## src/rtl/mem_arb_pkg.sv

```systemverilog
// rtl/mem_arb_pkg.sv - shared defaults, FSM state and port encodings for the memory arbiter
package mem_arb_pkg;

   localparam int ADDR_W_DEF   = 6;
   localparam int DATA_W_DEF   = 32;
   localparam int WP_LIMIT_DEF = 16;

   typedef enum logic [1:0] {
      IDLE,
      ACCESS,
      DONE
   } state_t;

   typedef enum logic {
      PORT_A,
      PORT_B
   } port_t;

endpackage

```

## src/rtl/mem_arb_rr.sv

```systemverilog
// rtl/mem_arb_rr.sv - two-way round-robin pick; contention goes to the port not granted last
module mem_arb_rr
   import mem_arb_pkg::*;
(
   input  logic  a_req,
   input  logic  b_req,
   input  port_t last_grant,
   output port_t winner
);

   always_comb begin
      winner = PORT_A;
      if (a_req && b_req) begin
         winner = (last_grant == PORT_A) ? PORT_B : PORT_A;
      end else if (b_req) begin
         winner = PORT_B;
      end
   end

endmodule

```

## src/rtl/mem_arbiter.sv

```systemverilog
// rtl/mem_arbiter.sv - two-port round-robin arbiter sharing one synchronous single-port RAM
// Define MEM_ARB_WPROT_EN to reject port-B writes below WP_LIMIT (reported on err).
module mem_arbiter
   import mem_arb_pkg::*;
#(
   parameter int ADDR_W   = ADDR_W_DEF,
   parameter int DATA_W   = DATA_W_DEF,
   parameter int WP_LIMIT = WP_LIMIT_DEF
) (
   input  logic              clk,
   input  logic              rst,
   input  logic              a_req,
   input  logic              a_we,
   input  logic [ADDR_W-1:0] a_addr,
   input  logic [DATA_W-1:0] a_wdata,
   output logic              a_ack,
   input  logic              b_req,
   input  logic              b_we,
   input  logic [ADDR_W-1:0] b_addr,
   input  logic [DATA_W-1:0] b_wdata,
   output logic              b_ack,
   output logic [DATA_W-1:0] rdata,
   output logic              err,
   output logic              mem_read,
   output logic              mem_write,
   output logic [ADDR_W-1:0] mem_addr,
   output logic [DATA_W-1:0] mem_wdata,
   input  logic [DATA_W-1:0] mem_rdata
);

   state_t            state;
   port_t             last_grant;
   port_t             winner;
   port_t             cur;
   logic              sel_we;
   logic [ADDR_W-1:0] sel_addr;
   logic [DATA_W-1:0] sel_wdata;
   logic              blocked;
   logic              blk_q;
   logic              err_q;

   mem_arb_rr u_rr (
      .a_req      (a_req),
      .b_req      (b_req),
      .last_grant (last_grant),
      .winner     (winner)
   );

   assign sel_we    = (winner == PORT_B) ? b_we    : a_we;
   assign sel_addr  = (winner == PORT_B) ? b_addr  : a_addr;
   assign sel_wdata = (winner == PORT_B) ? b_wdata : a_wdata;

`ifdef MEM_ARB_WPROT_EN
   assign blocked = (winner == PORT_B) && b_we && (int'(b_addr) < WP_LIMIT);
`else
   logic unused_wp_limit;
   assign unused_wp_limit = (WP_LIMIT == 0);
   assign blocked         = 1'b0;
`endif

   // RAM read data is registered inside the RAM, so it is already valid in DONE.
   assign rdata = mem_rdata;
   assign err   = err_q;

   always_ff @(posedge clk) begin
      if (rst) begin
         state      <= IDLE;
         last_grant <= PORT_B;
         cur        <= PORT_A;
         blk_q      <= 1'b0;
         err_q      <= 1'b0;
         a_ack      <= 1'b0;
         b_ack      <= 1'b0;
         mem_read   <= 1'b0;
         mem_write  <= 1'b0;
         mem_addr   <= '0;
         mem_wdata  <= '0;
      end else begin
         unique case (state)
            IDLE: begin
               a_ack <= 1'b0;
               b_ack <= 1'b0;
               err_q <= 1'b0;
               if (a_req || b_req) begin
                  cur        <= winner;
                  last_grant <= winner;
                  blk_q      <= blocked;
                  // Captured here so later input changes cannot reach the RAM.
                  mem_read   <= !sel_we;
                  mem_write  <= sel_we && !blocked;
                  mem_addr   <= sel_addr;
                  mem_wdata  <= sel_wdata;
                  state      <= ACCESS;
               end
            end
            ACCESS: begin
               mem_read  <= 1'b0;
               mem_write <= 1'b0;
               a_ack     <= (cur == PORT_A);
               b_ack     <= (cur == PORT_B);
               err_q     <= blk_q;
               state     <= DONE;
            end
            DONE: begin
               a_ack <= 1'b0;
               b_ack <= 1'b0;
               err_q <= 1'b0;
               state <= IDLE;
            end
            default: state <= IDLE;
         endcase
      end
   end

endmodule

```

## config.mk

```make
export PLATFORM = sky130hd
export DESIGN_NAME = mem_arbiter
export DESIGN_NICKNAME = d
export VERILOG_FILES = /design/src/rtl/mem_arb_pkg.sv /design/src/rtl/mem_arb_rr.sv /design/src/rtl/mem_arbiter.sv
export SDC_FILE = /design/constraint.sdc
export NUM_CORES = 1
export LEC_CHECK = 0
export CAP_MARGIN = 5
export CORE_MARGIN = 1.5
export CORE_UTILIZATION = 36
export DETAILED_ROUTE_END_ITERATION = 16
export PLACE_DENSITY = 0.83
export SLEW_MARGIN = 10
export SYNTH_ARGS = -nofsm -noshare
export SYNTH_HDL_FRONTEND = slang
export SYNTH_SLANG_ARGS = --single-unit
```

## constraint.sdc

```tcl
create_clock -name clk -period 2.11 [get_ports clk]
set_input_delay 0.5275 -clock clk [delete_from_list [all_inputs] [get_ports clk]]
set_output_delay 0.5275 -clock clk [all_outputs]
set_load 0.005 [all_outputs]
```

# Word level (Yosys, flattened, before mapping)

Index checks and enable logic that the tools add are counted.

Word-level logic and storage cells: 39
Bits in registers: 47
Output and inout port bits: 75
Bits of input ports: 114

Equal/unequal tests: 3
Multiplexer cells: 15
Bitwise gates (word level): 1
Reduce and logical (&&, ||, !) cells: 10

Operators with widths:

| cell                                                            | count |
|---|---|
| 32-bit 2-to-1 mux                                               | 1 |
| 1-bit one-hot mux with 2 select lines                           | 4 |
| 1-bit 2-to-1 mux                                                | 7 |
| 6-bit 2-to-1 mux                                                | 1 |
| 2-bit one-hot mux with 2 select lines                           | 1 |
| 2-bit AND reduction                                             | 2 |
| 2-bit nonzero test                                              | 2 |
| 3-bit OR reduction                                              | 1 |
| 2-bit by 1-bit == test with 1-bit output, second input constant | 1 |
| 2-bit == test, second input constant                            | 1 |
| 2-bit logical NOT                                               | 1 |
| 2-bit 2-to-1 mux                                                | 1 |
| 2-bit inequality test, second input constant                    | 1 |
| 2-bit OR reduction                                              | 1 |
| 1-bit logical AND                                               | 1 |
| 1-bit logical NOT                                               | 1 |
| 1-bit logical OR                                                | 1 |
| 1-bit NOT                                                       | 1 |

# Longest topological paths before layout

Gate-level depths: netlist (run 1).

Depth in word-level cells: 6
Mapped depth: 6
Gate-level depth less buffers: 3

# By module

Synthesis (run 1) repeated with hierarchy kept, for this count alone.

Cells, all modules: 244
Area total of the unflattened synthesis: 2437.3 um^2

By module, submodules not included:

| module      | sequential area each (um^2) | cells an instance | instances | area each (um^2) |
|---|---|---|---|---|
| mem_arbiter | 920.9                       | 243               | 1         | 2426.1 |
| mem_arb_rr  | 0.0                         | 1                 | 1         | 11.3 |

# Worst setup path before layout (run 1)

OpenSTA, ideal clock, no wires.

Path kind: input port to flip-flop
Start: input b_req
End: register mem_wdata[10]
Stages on the path: 6
Arrival: 1.425 ns
Path slack: 0.604 ns
Required time: 2.029 ns
Buffers on the path: 3
Setup time: 0.081 ns
Cell sequence: or2_1 -> buf_2 -> and2_4 -> buf_6 -> buf_6 -> a211oi_2

Word-level cells in the longest chain between the ends: 3
Elaborated cells on any way between the ends: 6
Classes of those cells: 3 x mux; 3 x reduce/logical

Ends and longest elaborated chain:

| item                                                  | line                               | source |
|---|---|---|
| start, declared                                       | mem_arbiter.sv:17                  | `input logic b_req,` |
| 1-bit 2-to-1 mux or 1-bit logical AND (tied branches) | mem_arb_rr.sv:15, mem_arb_rr.sv:13 |  |
| 1-bit 2-to-1 mux                                      | mem_arb_rr.sv:13                   | `if (a_req && b_req) begin` |
| 32-bit 2-to-1 mux                                     | mem_arbiter.sv:51                  | `assign sel_wdata = (winner == PORT_B) ? b_wdata : a_wdata;` |
| end signal, assigned                                  | mem_arbiter.sv:92                  | `mem_wdata <= sel_wdata;` |
| end, declared                                         | mem_arbiter.sv:27                  | `output logic [DATA_W-1:0] mem_wdata,` |

Parallel ways exist; a longest one is shown, timed or not.
A chain may end at the register's enable or synchronous reset.

# Final worst setup path (run 1)

Start: input b_req
End: register mem_wdata[12]

Same word-level chain as after synthesis.

==> impl_metrics.toml, run 1 <==
[power]
power.leakage_nw = 1.31
seq_power_share_pct = 43.1
switching_share_pct = 26.2
power_frac_comb_pct = 29.8
p_int_mw = 1.74
pwr_density_cell_mw_per_mm2 = 669
worst_ir_drop_vdd_v = 0.000396
power_switching_mw = 0.618
p_clk_share_pct = 27.0

[yosys]
yosysWarnings = 0
synth_cell_types = 25
synthesis.nets = 358
synthCells = 244
async_flop_share_pct = 0
synthFlopType = "dfxtp_1"
yosysTopAreaCellShare_pct = 38.7
synth-seq-cells = 46
avgSynthCellArea_um2 = 9.76
seq_area_frac_synth_pct = 38.7
synth_edf_count = 0
synth_largest_area_cell = "dfxtp_1"
synth_area_leaders = "dfxtp_1 39%, mux2i_1 16%, buf_4 11%, a211oi_1 9.1%, a21oi_1 8.4%"
syn_area_mm2 = 0.00238

[finish]
syn_to_final_growth_pct = 48.2
nFillCells = 569
stdcell_count = 403
utilization_pct = 55.3
nNetsFinal = 439
diodes = 0
drive_gt1_share_pct = 9.20
final_area_mm2 = 0.00353

[clock_tree]
cts.sinks = 46
cts_max_path_buffers = 2
root_buffer = "clkbuf_8"
numCtsBuffers = 5
cts_setup_buffers = 0
hold_buffers = 0
cts_resized = 0
clk_latency_ns = 0.29
cts_tree = "built"
htree_num_levels = 2
path_clk_slew_ns = 0.08

[drt]
vias = 2050
drt_iter0_drc = 46
ant_nets = 0
drc_errors = 0
viasPerCell = 5.09
wl_per_cell_um = 15.0
routed_wl_um = 6030
firstDrtPassIters = 4

[sta]
worstMarginPinSlew_ns = 0.563
finalHoldViolCount = 0
hold_ws_ns = 0.510
fmax_mhz = 559
post-route-period-util_pct = 84.8
slew_headroom_pct = 62.5
rsz0062_at_grt = "no"
fin_worst_skew_ns = 0.00334
fin_crit_ns = 1.79
setup_viol = 0
tns_ns = 0
drv_slew = 0

[floorplanning]
die_y_um = 84.3
core_area_mm2 = 0.00639
row_count = 29
pin_count = 189
die_width_um = 84.3
die_area_mm2 = 0.00711
start_util_pct = 37.3

[setup_path]
crit_type = "in2reg"
reg2reg_depth = 3
worst_setup_path_end_kind = "register"
required_ns = 2.27
r2r_start = "state[1]$_SDFFE_PP0P_"
path_max_fanout = 22
r2r_end = "mem_addr[3]$_SDFFE_PP0P_"
critical_path.startpoint = "b_req"
start_kind = "primary input"
reg2reg_setup_slack_ns = 0.44
worstSetupEndpoint = "mem_wdata[12]$_SDFFE_PP0P_"
arrival_ns = 1.95

[global_routing]
first_global_vias = 2059
grt_max_degree = 40
grt_usage_pct = 16.8
antenna_found_initial = 0
grt-ovfl-total = 0
grt_pass1_wl_um = 9780

[place]
dp_hpwl_um = 4360
place_area_mm2 = 0.00342
portBuffers = 123
dp.cells = 395
routabilityCongestion = 0.701

[run]
maxCapViolCount = 0

[worst_hold_path]
hp-class = "reg2reg"

[status]
run_status = "complete, no violations"
-- critical path, stage by stage --
cell and delay, ns:
clkdlybuf4s50_1 0.51, a21boi_4 0.31, buf_12 0.24, mux2i_1 0.26, a211oi_2 0.09
-- synthesized netlist by cell type (all sizes together), types with 2 or more instances --
cell type / count
buf: 47
dfxtp: 46
a21oi: 40
mux2i: 39
a211oi: 38
clkbuf: 9
nor2: 5
nand2b: 3
nor2b: 2
nor3: 2
o32ai: 2
-- state kept, by name, indices dropped and copies added, names as in the netlist --
register	count
mem_wdata	32
last_grant	1
mem_read	1
state	2
cur	1
mem_addr	6
a_ack	1
mem_write	1
b_ack	1
-- layer usage --
layer,vias up,share of wire [%],track usage [%]
met5,-,0,0
met4,0,2.0,5.43
met3,22,7.5,4.52
met2,78,49,29.5
met1,936,41,19.9
li1,1014,-,-
-- power by group through the flow --
stage / Combinational [mW] / Clock (mW) / Sequential, mW
final: 0.705 / 0.638 / 1.02
after global routing: 0.766 / 0.712 / 1.03
after CTS: 0.713 / 0.663 / 1.02
after detailed placement: 0.712 / 0 / 1.04
after global placement: 0.693 / 0 / 1.04
after floorplan: 0.370 / 0 / 1.04
-- worst min path at each step --
stage / startpoint / end / slack (ns) / depth (start not counted)
after global routing: mem_addr[4]$_SDFFE_PP0P_ / mem_addr[4]$_SDFFE_PP0P_ / 0.54 / 2
after CTS: mem_read$_SDFFE_PP0P_ / mem_read$_SDFFE_PP0P_ / 0.51 / 2
after floorplan: last_grant$_SDFFE_PP1P_ / last_grant$_SDFFE_PP1P_ / 0.43 / 2
after global placement: b_ack$_SDFFE_PP0P_ / b_ack$_SDFFE_PP0P_ / 0.47 / 2
final: mem_read$_SDFFE_PP0P_ / mem_read$_SDFFE_PP0P_ / 0.51 / 2
after detailed placement: mem_read$_SDFFE_PP0P_ / mem_read$_SDFFE_PP0P_ / 0.50 / 2
-- layout make-up --
cell class              count  area [um^2]  area share [%]
clock buffers               5         68.8            1.95
clock inverters             3         40.0            1.13
inverters                   1         3.75           0.106
multi-input cells         141         1080            30.7
flip-flops and latches     46          921            26.1
well taps                  77         96.3            2.73
repair buffers            130         1320            37.3
-- per-stage QoR --
stage	power [mW]	worst slack, ns
6_report	2.36	0.320
3_5_place_dp	1.75	-0.00546
3_3_place_gp	1.73	0.0629
5_1_grt	2.51	0.239
2_1_floorplan	1.41	0.604
4_1_cts	2.39	0.319
-- layout by cell type, fill, tap and decap left out --
| master | n |
|---|---|
| clkinv_2 | 2 |
| clkdlybuf4s50_1 | 122 |
| a21oi_1 | 40 |
| a21boi_4 | 1 |
| a211oi_2 | 9 |
| clkbuf_8 | 5 |
| a31oi_1 | 1 |
| buf_12 | 3 |
| conb_1 | 1 |
| mux2i_1 | 39 |
| o21ai_1 | 1 |
| nor3_1 | 2 |
| dfxtp_1 | 46 |
| nor2b_1 | 2 |
| nand2b_1 | 3 |
| a21bo_2 | 1 |
| o32ai_1 | 2 |
| buf_4 | 4 |
| and2_4 | 1 |
| mux2_2 | 1 |
| nand3_1 | 1 |
| bufinv_16 | 1 |
| a211oi_1 | 29 |
| nor2_4 | 1 |
| nand2_1 | 1 |
| buf_2 | 1 |
| nor2_1 | 4 |
| or2_1 | 1 |
| inv_1 | 1 |
-- logic make-up (layout without fill, tap and decap cells) --
kind of cell / Yosys count / count (layout) / share of synthesized area [%]
buffers and inverters: 57 / 139 / 16.6
other: 1 / 1 / 0.157
AOI/OAI and AO/OA: 84 / 84 / 24.2
DFF: 46 / 46 / 38.7
muxes: 40 / 40 / 16.9
and+or+nand+nor: 16 / 16 / 3.52
(Power assumes the default switching activity.)
==> inputs of run 2 (changes only) <==
--- a/config.mk
+++ b/config.mk
@@ -7,9 +7,9 @@
 export LEC_CHECK = 0
 export CAP_MARGIN = 5
 export CORE_MARGIN = 1.5
-export CORE_UTILIZATION = 36
+export CORE_UTILIZATION = 33
 export DETAILED_ROUTE_END_ITERATION = 16
-export PLACE_DENSITY = 0.83
+export PLACE_DENSITY = 0.76
 export SLEW_MARGIN = 10
 export SYNTH_ARGS = -nofsm -noshare
 export SYNTH_HDL_FRONTEND = slang
==> constraint.sdc (replaced) <==
create_clock -name clk -period 1.7 [get_ports clk]
set_input_delay 0.425 -clock clk [delete_from_list [all_inputs] [get_ports clk]]
set_output_delay 0.425 -clock clk [all_outputs]
set_load 0.005 [all_outputs]
==> run 2 against run 1 <==
Clock power is 3% higher. Register-to-register slack worse by 0.04 ns. Final area is 0.67% higher. Utilization is 3.5 points lower. Non-clock buffer count is 3 higher. Cell count is 5.5% higher. Total power is 18% higher.
==> impl_metrics.toml, run 2 (same netlist as run 1, synthesis figures left out) <==
[status]
run_status = "complete, no violations"

[finish]
largest-register = "mem_wdata"
diodes = 0
nFillCells = 634
largest_register_ffs = 32
layout_commonest_cell = "clkdlybuf4s50_1"
final_cell_mix = "122 x clkdlybuf4s50_1, 46 x dfxtp_1, 40 x a21oi_1, 39 x mux2i_1, 29 x a211oi_1"
stdcell_count = 425
top_regs = "mem_wdata: 32 flops, mem_addr: 6 flops, state: 2 flops"
nNetsFinal = 442
drive_gt1_share_pct = 9.73
syn_to_final_growth_pct = 49.2
final_area_mm2 = 0.00355

[worst_hold_path]
hp-class = "reg2reg"
min_from = "a_ack$_SDFFE_PP0P_"
whs_path_depth = 2
hold_end = "a_ack$_SDFFE_PP0P_"

[clock_tree]
hold_buffers = 0
cts.sinks = 46
clk_latency_ns = 0.29
numCtsBuffers = 5
cts_tree = "built"
root_buffer = "clkbuf_8"
cts_max_path_buffers = 2
htree_num_levels = 2
cts_resized = 0
path_clk_slew_ns = 0.08
cts_setup_buffers = 0

[floorplanning]
row_count = 30
pin_count = 189
die_area_mm2 = 0.00774
die_y_um = 88.0
core_area_mm2 = 0.00687
die_width_um = 88.0
start_util_pct = 34.7

[drt]
ant_nets = 0
firstDrtPassIters = 5
drc_errors = 0
viasPerCell = 4.89
routed_wl_um = 5830
vias = 2080
wl_per_cell_um = 13.7
drt_iter0_drc = 82

[sta]
fin_worst_skew_ns = 0.00934
fmax_mhz = 621
setup_viol = 0
fin_crit_ns = 1.61
post-route-period-util_pct = 94.7
finalHoldViolCount = 0
rsz0062_at_grt = "no"
drv_slew = 0
hold_ws_ns = 0.508

[run]
maxCapViolCount = 0

[power]
pwr_density_cell_mw_per_mm2 = 787
worst_ir_drop_vdd_v = 0.000385
power_mw = 2.80
power.leakage_nw = 1.31

[global_routing]
grt_pass1_wl_um = 9010
antenna_found_initial = 0
first_global_vias = 1967
grt_usage_pct = 15.0
grt-ovfl-total = 0
grt_max_degree = 40

[setup_path]
start_kind = "primary input"
reg2reg_setup_slack_ns = 0.40
r2r_start = "last_grant$_SDFFE_PP1P_"
max_stage_delay_ns = 0.54
crit_type = "in2reg"
reg2reg_depth = 4
worst_setup_path_end_kind = "register"
path_max_fanout = 39
arrival_ns = 1.76
crit_slowest_cell = "clkdlybuf4s50_1"
required_ns = 1.85
critPathTopFamily = "simple AND/OR/NAND/NOR gates"
critPathBufInv = 1
cp_cell_sequence = "clkdlybuf4s50_1 > or2_1 > and2_4 > a211oi_1"
r2r_end = "mem_addr[2]$_SDFFE_PP0P_"

[place]
routabilityCongestion = 0.714
portBuffers = 123
place_area_mm2 = 0.00347
dp.cells = 417
dp_hpwl_um = 4350
==> run 2: changes by cell type in the layout (fill, tap and decap cells not counted), sizes merged <==
cell / change
buf: +3
bufinv: -1
clkbuf: +1
==> run 2: layout make-up <==
cell class,instances,area (um^2),share of cell area [%]
clock buffer,6,72.6,2.04
clock inverter,2,13.8,0.387
inverter,1,3.75,0.106
multi-input combinational,141,1080,30.5
sequential,46,921,25.9
tap,96,120,3.38
timing repair buffer,133,1340,37.7
==> run 2: report_power, final <==
part           switching (mW)  internal, mW
clock                   0.367         0.291
combinational           0.333         0.541
sequential             0.0673          1.20
total                   0.767          2.03
==> run 2: worst reg2reg max path: stages, from the launching register on <==
cell	delay [ns]
dfxtp_1	0.35
a21boi_4	0.23
buf_12	0.23
mux2i_1	0.25
a211oi_1	0.09
==> run 2: stage by stage <==
stage                     utilization (%)  setup slack, ns  setup TNS [ns]
after detailed placement             50.5           -0.235           -8.76
final                                51.7           0.0894               0
after floorplan                         -            0.297               0
after global placement               50.5           -0.220           -7.50
after CTS                            51.7           0.0901               0
after global routing                 51.7          0.00174               0
==> run 2: worst max-delay path by stage <==
stage | slack (ns) | startpoint | cells after the start | to
2_1_floorplan | 0.30 | b_req | 6 | mem_wdata[10]$_SDFFE_PP0P_
3_3_place_gp | -0.22 | b_req | 5 | mem_addr[2]$_SDFFE_PP0P_
3_5_place_dp | -0.24 | a_req | 4 | mem_wdata[23]$_SDFFE_PP0P_
4_1_cts | 0.09 | mem_wdata[24]$_SDFFE_PP0P_ | 1 | mem_wdata[24]
5_1_grt | 0.002 | b_req | 5 | mem_wdata[28]$_SDFFE_PP0P_
6_report | 0.09 | a_req | 4 | mem_wdata[24]$_SDFFE_PP0P_
==> run 2: metal layers <==
| metal | wire length (um) | global-route usage, % | share of wire (%) | vias to the layer above |
|---|---|---|---|---|
| met1 | 2590 | 18.0 | 44 | 961 |
| met5 | 0 | 0 | 0 | - |
| met3 | 314 | 4.05 | 5.4 | 14 |
| met2 | 2850 | 25.4 | 49 | 84 |
| met4 | 83 | 5.92 | 1.4 | 0 |
| li1 | - | - | - | 1021 |
==> inputs of run 3 (changes only) <==
--- a/config.mk
+++ b/config.mk
@@ -9,6 +9,7 @@
 export CORE_MARGIN = 1.5
 export CORE_UTILIZATION = 33
 export DETAILED_ROUTE_END_ITERATION = 16
+export GPL_TIMING_DRIVEN = 0
 export PLACE_DENSITY = 0.76
 export SLEW_MARGIN = 10
 export SYNTH_ARGS = -nofsm -noshare
==> run 3 against run 2 <==
Cell count rose by 18%. Via count is 14% higher. Die area unchanged. Total power rose by 17%. Critical path depth rose by 3. Utilization rose by 9.6 points. Non-clock buffer count rose by 78. Largest cell class unchanged. Highest routed layer unchanged.
==> impl_metrics.toml, run 3 (same netlist as run 1, synthesis figures left out) <==
[status]
run_status = "complete, no violations"

[clock_tree]
root_buffer = "clkbuf_8"
cts_tree = "built"
path_clk_slew_ns = 0.10
clk_latency_ns = 0.31
numCtsBuffers = 5
cts.sinks = 46
htree_num_levels = 2
cts_max_path_buffers = 2

[setup_path]
required_ns = 1.92
path_max_fanout = 10
start_kind = "primary input"
r2r_start = "state[1]$_SDFFE_PP0P_"
r2r_end = "mem_wdata[4]$_SDFFE_PP0P_"
reg2reg_setup_slack_ns = 0.19
crit_type = "in2reg"
critical_path.startpoint = "b_req"
reg2reg_depth = 5
worstSetupEndpoint = "mem_wdata[4]$_SDFFE_PP0P_"
worst_setup_path_end_kind = "register"
arrival_ns = 1.86

[sta]
slew_headroom_pct = 55.8
post-route-period-util_pct = 96.6
setup_viol = 0
fin_crit_ns = 1.64
rsz0062_at_grt = "yes"
hold_ws_ns = 0.484
worstMarginPinSlew_ns = 0.663
fin_worst_skew_ns = 0.0136
drv_slew = 0
finalHoldViolCount = 0
fmax_mhz = 609

[drt]
vias = 2376
routed_wl_um = 6890
viasPerCell = 4.72
wl_per_cell_um = 13.7
drc_errors = 0
firstDrtPassIters = 4
drt_iter0_drc = 68
ant_nets = 0

[place]
routabilityCongestion = 0.665
portBuffers = 154
dp_hpwl_um = 5360
dp.cells = 494

[global_routing]
first_global_vias = 2197
grt_usage_pct = 16.8
grt_pass1_wl_um = 10100
antenna_found_initial = 0
grt_max_degree = 16
grt-ovfl-total = 0

[floorplanning]
row_count = 30
pin_count = 189
die_area_mm2 = 0.00774
die_width_um = 88.0
core_area_mm2 = 0.00687
die_y_um = 88.0
start_util_pct = 34.7

[power]
power_mw = 3.28
worst_ir_drop_vdd_v = 0.000503
pwr_density_cell_mw_per_mm2 = 777
power.leakage_nw = 1.64

[finish]
largest_register_ffs = 32
stdcell_count = 503
diodes = 0
final_cell_mix = "154 x clkdlybuf4s50_1, 46 x dfxtp_1, 40 x a21oi_1, 35 x buf_4, 35 x mux2i_1"
drive_gt1_share_pct = 18.9
nNetsFinal = 520
top_regs = "mem_wdata: 32 flops, mem_addr: 6 flops, state: 2 flops"
layout_commonest_cell = "clkdlybuf4s50_1"
largest-register = "mem_wdata"
syn_to_final_growth_pct = 76.9

[run]
maxCapViolCount = 0

[worst_hold_path]
hp-class = "reg2reg"
==> run 3: area by class of cell <==
type	count	area (um^2)
fillers	588	2660
repair buffers	155	1550
multi-input cells	141	1090
flip-flops and latches	46	921
plain buffers	56	397
well taps	96	120
clock buffers	5	68.8
clock inverters	3	68.8
inverters	1	3.75
==> run 3: how the worst min path moves through the flow <==
| stage | cells past startpoint | endpoint | slack [ns] | from |
|---|---|---|---|---|
| 3_3_place_gp | 2 | last_grant$_SDFFE_PP1P_ | 0.45 | last_grant$_SDFFE_PP1P_ |
| 3_5_place_dp | 1 | state[1]$_SDFFE_PP0P_ | 0.47 | state[1]$_SDFFE_PP0P_ |
| 6_report | 2 | last_grant$_SDFFE_PP1P_ | 0.48 | last_grant$_SDFFE_PP1P_ |
| 4_1_cts | 2 | last_grant$_SDFFE_PP1P_ | 0.49 | last_grant$_SDFFE_PP1P_ |
| 2_1_floorplan | 2 | last_grant$_SDFFE_PP1P_ | 0.43 | last_grant$_SDFFE_PP1P_ |
| 5_1_grt | 2 | b_ack$_SDFFE_PP0P_ | 0.52 | b_ack$_SDFFE_PP0P_ |
==> run 3: what timing repair did <==
item	CTS	global route
gates cloned	0	0
setup buffers	0	1
setup endpoints to repair	5	23
resized for setup	2	9
hold buffers	0	0
==> run 3: report_power, final <==
| part | internal [mW] | switching [mW] | leakage (nW) |
|---|---|---|---|
| Clock | 0.589 | 0.380 | 0.0683 |
| Combinational | 0.666 | 0.383 | 1.19 |
| Sequential | 1.20 | 0.0607 | 0.382 |
==> run 3: routing by layer <==
| layer | vias to the layer above | part of all wire [%] | GRT usage [%] |
|---|---|---|---|
| met2 | 108 | 50 | 29.0 |
| li1 | 1172 | - | - |
| met1 | 1088 | 39 | 19.9 |
| met4 | 0 | 1.0 | 4.33 |
| met3 | 8 | 9.6 | 5.47 |
| met5 | - | 0 | 0 |
==> run 3: critical path: stages <==
cell	delay [ns]
clkdlybuf4s50_1	0.43
or2_1	0.23
buf_2	0.17
and2_4	0.16
buf_6	0.14
buf_6	0.15
a211oi_2	0.17
==> run 3: per-stage QoR <==
stage | setup WS (ns) | cell area [um^2] | util (%) | setup TNS, ns
finish | 0.0580 | 4210 | 61.3 | 0
global route | -0.0140 | 4210 | 61.3 | -0.0507
CTS | 0.000813 | 4180 | 60.9 | 0
detailed placement | -0.365 | 4040 | 58.9 | -12.15
global placement | -0.268 | 4040 | 58.9 | -10.51
floorplan | 0.297 | 2380 | - | 0
==> variant: new RTL, config.mk and constraints of run 1 <==
Build with the macro `MEM_ARB_WPROT_EN` defined.
--- a/src/rtl/mem_arbiter.sv
+++ b/src/rtl/mem_arbiter.sv
@@ -1,5 +1,7 @@
 // rtl/mem_arbiter.sv - two-port round-robin arbiter sharing one synchronous single-port RAM
 // Define MEM_ARB_WPROT_EN to reject port-B writes below WP_LIMIT (reported on err).
+`define MEM_ARB_WPROT_EN
+
 module mem_arbiter
    import mem_arb_pkg::*;
 #(
Check against the original RTL: not equivalent (Yosys sat finds a counterexample within 4 cycles, from zero or initial values and one cycle with rst high).
==> variant against run 1 <==
Non-clock buffer count grew 5. Synthesized cell count rose by 3.7%. Hold slack got worse by 0.040 ns. Power decreased by 2.8%. Design area grew 3.0%. Wire length rose by 4.2%. Sequential power is 4% higher. Fmax is 10% lower. Synthesized area is 5.5% higher. Worst setup slack lost 0.20 ns. Final cell count up 4.0%. Sequential cell count up 2. Clock skew barely moved.
==> variant: results (changes against run 1) <==
yosys:
  synth_nets: 367  # was 358
  synthDistinctLibCells: 28  # was 25
  ys_seq_area_frac: 0.382  # was 0.387
  ys_top_cells_by_count: "dfxtp_1, a21oi_1, mux2i_1"  # unchanged
  async_reset_ff_frac: 0  # unchanged
  synth_area_leaders: "dfxtp_1, mux2i_1, buf_4"  # unchanged
  synth_cells: 253  # was 244
global_routing:
  grt_max_degree: 40  # unchanged
  grt_pass1_vias: 2144  # was 2,059
  grt_pass1_wl_um: 10100  # was 9780 um
  grt.total_usage: 0.170  # was 0.168
power_and_ir_drop:
  intPower_mw: 1.67  # was 1.74 mW
  comb_power_share: 0.317  # was 0.298
  peakVddDrop_uv: 360  # was 396 uV
  total_leakage_power_nw: 1.35  # was 1.31 nW
  power_frac_seq: 0.460  # was 0.431
cts:
  cts_tree: "done"  # unchanged
  cts_setup_buffers: 0  # unchanged
  clock_path_buffers: 2  # unchanged
  cts_hold_buffers: 0  # unchanged
setup_path:
  reg2reg_to: "mem_wdata[12]"  # was mem_addr[3]
  cp-startpoint: "a_req"  # was b_req
  r2r_setup_slack_ns: 0.29  # was 0.44 ns
  crit_slowest_cell: "nor2_4"  # was clkdlybuf4s50_1
  arrival_ns: 2.12  # was 1.95 ns
  cpPeakStageDelay_ns: 0.77  # was 0.51 ns
  crit_fanout: 39  # was 22
  cp_top_family: "simple AND/OR/NAND/NOR gates"  # was buffers and inverters
  reg2reg_depth: 3  # unchanged
  timing.rr.start: "state[0]"  # was state[1]
hold_path:
  min_delay_worst_endpoint: "mem_read"  # unchanged
  hold_depth: 2  # unchanged
  hold_path_startpoint: "mem_read"  # unchanged
  hp-class: "flop to flop"  # unchanged
layout:
  layout-drive-gt1-share: 0.106  # was 0.0920
  diodes: 0  # unchanged
  final_nets: 453  # was 439
  stdcell_count: 419  # was 403
place:
  dp.cells: 412  # was 395
  dp_slack_ns: -0.237  # was -0.00546 ns
  portBuffers: 124  # was 123
  post_dp_cell_area_um2: 3560  # was 3420 um^2
  finalWeightedCongestion: 0.759  # was 0.701
  dp_hpwl_um: 4720  # was 4360 um
detailed_routing:
  first_iter_violations: 75  # was 46
  viasPerCell: 5.07  # was 5.09
  drt-total-wl_um: 6290  # was 6030 um
outcome:
  outcome: "complete, no violations"  # unchanged
sta:
  fmax_mhz: 502  # was 559 MHz
  finalClockSkew_ns: 0.00305  # was 0.00334 ns
  tightest_slew_ns: 1.02  # was 0.563 ns
[variant: metrics by stage]
stage | hold WS [ns] | power [mW]
final | 0.470 | 2.30
after global routing | 0.506 | 2.42
after CTS | 0.477 | 2.33
after detailed placement | 0.465 | 1.81
after global placement | 0.460 | 1.79
after floorplan | 0.453 | 1.47
[variant: area by class of cell]
| type | count | area, um^2 |
|---|---|---|
| clock buffer | 6 | 72.6 |
| inverter | 1 | 3.75 |
| fill | 649 | 3120 |
| timing repair buffer | 135 | 1360 |
| multi-input combinational | 148 | 1140 |
| sequential | 48 | 961 |
| tap | 80 | 100 |
| clock inverter | 1 | 5.00 |
[variant: layer usage]
layer  vias up  part of all wire  global-route usage
met5         -                 0                   0
met4         0             0.018              0.0674
met3        13             0.070              0.0467
met2        92              0.51               0.291
met1       962              0.40               0.203
li1       1058                 -                   -
[variant: cell families after synthesis]
group,share of synthesized area
AOI/OAI and AO/OA,0.243
buffers and inverters,0.169
DFF,0.382
muxes,0.164
and+or+nand+nor,0.0413
